==> config.mk <==
export PLATFORM = sky130hd
export DESIGN_NAME = fsm_control_pcie
export DESIGN_NICKNAME = d
export VERILOG_FILES = /design/src/rtl/fsm_control_pcie.sv
export SDC_FILE = /design/constraint.sdc
export NUM_CORES = 1
export LEC_CHECK = 0
export CAP_MARGIN = 20
export CORE_MARGIN = 8
export CORE_UTILIZATION = 40
export DETAILED_ROUTE_END_ITERATION = 8
export GPL_ROUTABILITY_DRIVEN = 0
export PLACE_DENSITY = 0.82
export SLEW_MARGIN = 20
export SYNTH_ARGS = -nofsm -noshare
export SYNTH_HDL_FRONTEND = slang
export SYNTH_SLANG_ARGS = --single-unit
export TNS_END_PERCENT = 20
==> constraint.sdc <==
create_clock -name clk -period 2.43 [get_ports clk]
set_clock_uncertainty 0.2 [all_clocks]
set_input_delay 0.6075 -clock clk [delete_from_list [all_inputs] [get_ports clk]]
set_output_delay 0.6075 -clock clk [all_outputs]
set_load 0.02 [all_outputs]
==> src/rtl/fsm_control_pcie.sv <==
// Control FSM for the transaction-layer datapath: sequences RESET/INIT/IDLE/ACTIVE/ERROR,
// owns the FIFO almost-full/almost-empty thresholds and the sticky per-FIFO error record.
module fsm_control_pcie #(
   parameter int                   NFIFO       = 8,
   parameter int                   UMBRAL_W    = 3,
   parameter logic [UMBRAL_W-1:0]  UMB_SUP_RST = 3'b110,
   parameter logic [UMBRAL_W-1:0]  UMB_INF_RST = 3'b001
) (
   input  logic                clk,
   input  logic                reset,
   input  logic                init,
   input  logic [UMBRAL_W-1:0] umbral_superior_in,
   input  logic [UMBRAL_W-1:0] umbral_inferior_in,
   input  logic [NFIFO-1:0]    fifo_empty,
   input  logic [NFIFO-1:0]    fifo_error,
   output logic [3:0]          state,
   output logic [UMBRAL_W-1:0] umbral_superior,
   output logic [UMBRAL_W-1:0] umbral_inferior,
   output logic                idle,
   output logic                cfg_err,
   output logic [NFIFO-1:0]    error_out
);

   typedef enum logic [3:0] {
      S_RESET  = 4'b0001,
      S_INIT   = 4'b0010,
      S_IDLE   = 4'b0100,
      S_ACTIVE = 4'b1000,
      S_ERROR  = 4'b1111
   } state_e;

   state_e              state_q, state_d;
   logic [UMBRAL_W-1:0] umb_sup_q, umb_sup_d;
   logic [UMBRAL_W-1:0] umb_inf_q, umb_inf_d;
   logic                idle_q, cfg_err_q, cfg_err_d;
   logic [NFIFO-1:0]    error_q, error_d;

   logic in_pair_valid;
   logic reg_pair_valid;
   logic any_error;
   logic all_empty;

   assign in_pair_valid  = umbral_inferior_in < umbral_superior_in;
   assign reg_pair_valid = umb_inf_q < umb_sup_q;
   assign any_error      = |fifo_error;
   assign all_empty      = &fifo_empty;

   // NOTE: every signal written here gets a default first, so no path leaves it unassigned and no latch is inferred.
   always_comb begin
      state_d   = S_RESET;
      umb_sup_d = umb_sup_q;
      umb_inf_d = umb_inf_q;
      error_d   = error_q;

      case (state_q)
         S_RESET:  state_d = S_INIT;
         S_INIT: begin
            if (!init && reg_pair_valid) state_d = S_IDLE;
            else                         state_d = S_INIT;
         end
         S_IDLE: begin
            if (init)            state_d = S_INIT;
            else if (any_error)  state_d = S_ERROR;
            else if (!all_empty) state_d = S_ACTIVE;
            else                 state_d = S_IDLE;
         end
         S_ACTIVE: begin
            if (any_error)      state_d = S_ERROR;
            else if (init)      state_d = S_INIT;
            else if (all_empty) state_d = S_IDLE;
            else                state_d = S_ACTIVE;
         end
         S_ERROR:  state_d = S_ERROR;
         // Illegal encodings (X, upset) fall back to RESET.
         default:  state_d = S_RESET;
      endcase

      if (state_q == S_INIT && in_pair_valid) begin
         umb_sup_d = umbral_superior_in;
         umb_inf_d = umbral_inferior_in;
      end

      if (state_q == S_IDLE || state_q == S_ACTIVE || state_q == S_ERROR)
         error_d = error_q | fifo_error;

      // Flag only while remaining in INIT, so cfg_err never outlives the INIT state.
      cfg_err_d = (state_q == S_INIT) && (state_d == S_INIT) && !in_pair_valid;
   end

   // NOTE: sequential state uses non-blocking assignments so all registers update together on the edge.
   always_ff @(posedge clk) begin
      if (reset) begin
         state_q   <= S_RESET;
         umb_sup_q <= UMB_SUP_RST;
         umb_inf_q <= UMB_INF_RST;
         idle_q    <= 1'b0;
         cfg_err_q <= 1'b0;
         error_q   <= '0;
      end else begin
         state_q   <= state_d;
         umb_sup_q <= umb_sup_d;
         umb_inf_q <= umb_inf_d;
         idle_q    <= (state_d == S_IDLE);
         cfg_err_q <= cfg_err_d;
         error_q   <= error_d;
      end
   end

   assign state           = state_q;
   assign umbral_superior = umb_sup_q;
   assign umbral_inferior = umb_inf_q;
   assign idle            = idle_q;
   assign cfg_err         = cfg_err_q;
   assign error_out       = error_q;

endmodule

Yosys cells after proc, flatten, opt, wreduce, memory -nomap -nowiden
Index checks and enable logic that the tools add are counted.

Register bits after elaboration: 20. Input port bits: 25. Output and inout port bits: 20.

$lt $le $gt $ge: 2. Eq/ne operators: 7. Muxes and demuxes: 7. Bitwise gates (word level): 1. Reductions and logical operators: 10.

Operators by type and width (number): 2-to-1 mux 4 bit (5); one-hot mux 4 bit (5 select lines) (1); == test 4 x 2 -> 1 bit, second input constant (2); == test 4 x 3 -> 1 bit, second input constant (2); == test 4 bit, second input constant (2); bitwise OR 8 bit (1); AND reduction 8 bit (1); OR reduction 8 bit (1); < comparator 3 bit (2); == test 4 x 1 -> 1 bit, second input constant (1); logical AND 1 bit (4); 2-to-1 mux 3 bit (1); zero test 1 bit (2); logical OR 1 bit (2).

Depth between registers and ports, before layout
Depth after elaboration: 8. Depth in mapped cells: 7. Depth with buffers taken out: 7.

Worst setup path before layout
No wires, ideal clock.

Path kind: input to register. Start point: in fifo_error[4]. End point: reg cfg_err_q (netlist: cfg_err). Data arrival time: 1.791 ns. Setup slack: 0.378 ns. Stages on the path: 5. Path buffers: 0. Path through: or4_4 -> o211ai_2 -> o21a_2 -> nand3_2 -> and4bb_1.

Cells in the longest elaborated chain, start to end: 7. Elaborated cells on any way between the ends: 8.

Ends and longest elaborated chain: start, declared (RTL line 15) `input logic [NFIFO-1:0] fifo_error,`; OR reduction 8 bit * (RTL line 45) `assign any_error = |fifo_error;`; 2-to-1 mux 4 bit (RTL line 63) `else if (any_error) state_d = S_ERROR;`; 2-to-1 mux 4 bit (RTL line 62) `if (init) state_d = S_INIT;`; one-hot mux 4 bit (5 select lines) * (RTL line 55) `case (state_q)`; == test 4 x 2 -> 1 bit * (RTL line 87) `cfg_err_d = (state_q == S_INIT) && (state_d == S_INIT) && !in_pair_valid;`; logical AND 1 bit * (2 in a row) (RTL line 87); end signal, assigned (RTL line 104) `cfg_err_q <= cfg_err_d;`; end, declared (RTL line 35) `logic idle_q, cfg_err_q, cfg_err_d;`.

Mark *: on every way between the ends. The rest lies on a longest branch, timed or not. A chain may end at the register's enable or synchronous reset.

Worst setup path after layout
Start point: reg state_q[2] (netlist: state[2]). End point: out state[2].

RTL lines: start, declared (RTL line 32) `state_e state_q, state_d;`; start signal, assigned (RTL line 100) `state_q <= state_d;`; end, declared (RTL line 16) `output logic [3:0] state,`.

No word-level cell between the ends.

==> results.sh <==
export IMPL_status="finished clean"
export IMPL_synthSimpleGateAreaFrac=0.228
export IMPL_die_h_um=64.8
export IMPL_drt_first_pass_iters=5
export IMPL_power_w=0.000996
export IMPL_r2r_end="umbral_inferior[0]"
export IMPL_first_global_vias=981
export IMPL_r2r_start="state[3]"
export IMPL_ys_async_sr_fraction=0
export IMPL_register_area_um2=400
export IMPL_synth_seq_cells=20
export IMPL_start_kind="register"
export IMPL_pre_cts_ws_ns=-0.120
export IMPL_max_freq_mhz=434
export IMPL_final_antenna_net_count=0
export IMPL_dp_hpwl_um=2230
export IMPL_slew_viol_final=0
export IMPL_nets=189
export IMPL_worstSetupEndpointType="output pin"
export IMPL_critical_path_arrival_ns=1.50
export IMPL_drtIter0Drc=27
export IMPL_drcViolationCount=0
export IMPL_critical_path_max_fanout=10
export IMPL_grt_max_degree=16
export IMPL_synth_top_area_share=0.421
export IMPL_die_area_mm2=0.00419
export IMPL_worstPathRequired_ns=1.62
export IMPL_finalHoldViolCount=0
export IMPL_syn_avg_cell_area_um2=8.42
export IMPL_worstMarginPinSlew_ns=0.425
export IMPL_cts_buffers=3
export IMPL_synth_edf_count=0
export IMPL_maxCapViolations=0
export IMPL_powerDensity_mw_per_mm2=673
export IMPL_synth_fp_nets=142
export IMPL_min_period_ns=2.30
export IMPL_critPathKind="reg -> out"
export IMPL_path_clk_slew_ns=0.12
export IMPL_relSlewSlack=0.716
export IMPL_min_path_cells=2
export IMPL_portBuffers=44
export IMPL_yosys_area_share_adder=0.0526
export IMPL_synth_top_flop_cell="dfxtp_1"
export IMPL_ctsHoldBuffers=0
export IMPL_setup_viol=0
export IMPL_crit_family="buffers and inverters"
export IMPL_fin_area_mm2=0.00148
export IMPL_synthMuxAreaShare=0.0421
export IMPL_synth_top_family_by_area="simple AND/OR/NAND/NOR gates"
export IMPL_cts_root_buffer="clkbuf_4"
export IMPL_whs_endpoint="error_out[3]"
export IMPL_ys_types=34
export IMPL_synthXorXnorAreaFrac=0.0184
export IMPL_multi_input_area_um2=499
export IMPL_hp_class="reg -> reg"
export IMPL_via_per_inst=5.17
export IMPL_core_area_mm2=0.00223
export IMPL_yosysTopAreaCell="dfxtp_1"
export IMPL_ys_seq_area_frac=0.421
export IMPL_grt_pass1_wl_um=4310
export IMPL_io_pins=45
export IMPL_vias=967
export IMPL_htree_levels=1
export IMPL_antenna_found_initial=0
export IMPL_regToRegSetupSlack_ns=0.56
export IMPL_die_w_um=64.8
export IMPL_rows=17
export IMPL_routed_wl_um=2670
export IMPL_start_util=0.426
export IMPL_clock_sinks=20
export IMPL_syn2layout_area_growth_pct=55.7
export IMPL_place_area_mm2=0.00143
export IMPL_post_cts_setup_buffers=0
export IMPL_crit_chain="clkdlybuf4s50_1"
export IMPL_peakVddDrop_mv=0.535
export IMPL_hold_path_startpoint="error_out[3]"
export IMPL_path_buf_inv=1
export IMPL_syn_area_um2=951
export IMPL_overflow=0
export IMPL_rsz0062_at_grt="false"
export IMPL_grt_use_total=0.127
export IMPL_yosysWarnings=0
export IMPL_slowest_delay_ns=0.68
export IMPL_r2r_cells=5
export IMPL_clock_latency_ns=0.30
export IMPL_finalCritPeriodShare=0.949
export IMPL_synth_most_common_cell="dfxtp_1"
export IMPL_clk_path_buf_depth=2
export IMPL_setup_ws_ns=0.125
export IMPL_leakage_nw=0.641
export IMPL_crit_slowest_cell="clkdlybuf4s50_1"
export IMPL_synthCells=113
export IMPL_diodes=0
export IMPL_cts_resized=0
export IMPL_synth_compound_area_share=0.184
export IMPL_cts_tree="done"
export IMPL_wl_per_cell_um=14.3
export IMPL_fill_cells=203
export IMPL_synth_common_cells="dfxtp_1, nor2_1, a21oi_1, nand2_1, inv_1"
export IMPL_drive_gt1_frac=0.0818
export IMPL_synth_area_leaders="dfxtp_1, nor2_1, a21oi_1, ha_1, mux2i_1"
cell usage in the layout (no fill, tap or decap), types with 2 or more instances in the layout:
cell type / n
clkdlybuf4s50_1: 44
nand2_1: 9
buf_4: 3
nand2b_1: 2
ha_1: 4
nor2_1: 17
o21ai_1: 2
inv_1: 8
dfxtp_1: 20
o21ai_0: 4
nand4_1: 3
clkbuf_4: 3
o211ai_1: 2
nor3_1: 2
xor2_1: 2
a21oi_1: 12
mux2i_1: 4
through the flow:
step / std cells / hold WS (ns) / setup TNS, ns / utilization
3_5_place_dp: 183 / 0.259 / -0.252 / 0.639
5_1_grt: 187 / 0.302 / 0 / 0.663
6_report: 187 / 0.284 / 0 / 0.663
3_3_place_gp: 183 / 0.251 / -0.169 / 0.639
4_1_cts: 187 / 0.288 / 0 / 0.663
2_1_floorplan: 113 / 0.370 / 0 / -
kinds of logic (layout without fill, tap and decap cells):
kind of cell | count (synthesis) | after routing
and+or+nand+nor | 42 | 42
adders and majority gates | 4 | 4
buffers and inverters | 13 | 59
AOI/OAI and AO/OA | 28 | 28
xor gates and xnor gates | 2 | 2
DFF | 20 | 20
muxes | 4 | 4
final cells by class:
class | instances | area share
Tap cell | 28 | 0.0237
Multi-Input combinational cell | 80 | 0.337
Inverter | 8 | 0.0203
Timing Repair Buffer | 47 | 0.313
Clock inverter | 1 | 0.0203
Sequential cell | 20 | 0.270
Clock buffer | 3 | 0.0152
how the worst max path moves through the flow:
stage                  startpoint  endpoint  slack, ns  depth (start not counted)
floorplan           fifo_error[4]   cfg_err       0.38                          5
global placement    fifo_error[4]   cfg_err      -0.10                          6
detailed placement  fifo_error[4]   cfg_err      -0.12                          6
CTS                      state[2]  state[2]       0.12                          1
global route             state[2]  state[2]       0.04                          1
finish                   state[2]  state[2]       0.13                          1
metal layers:
layer / vias to the layer above / routed length (um) / global-route usage
li1: 482 / - / -
met1: 455 / 1060 / 0.126
met2: 28 / 1410 / 0.231
met3: 2 / 191 / 0.0567
met4: 0 / 9 / 0.0381
met5: - / 0 / 0
power by group:
group          switching (W)  internal, W  leakage, nW
clock               0.000108     0.000167       0.0279
sequential         0.0000418     0.000363        0.162
combinational       0.000153     0.000164        0.451
registers in the layout (all words and copies together) (netlist names):
| signal | count |
|---|---|
| error_out | 8 |
| state | 4 |
| cfg_err | 1 |
| idle | 1 |
| umbral_superior | 3 |
| umbral_inferior | 3 |
(Power assumes the default switching activity.)
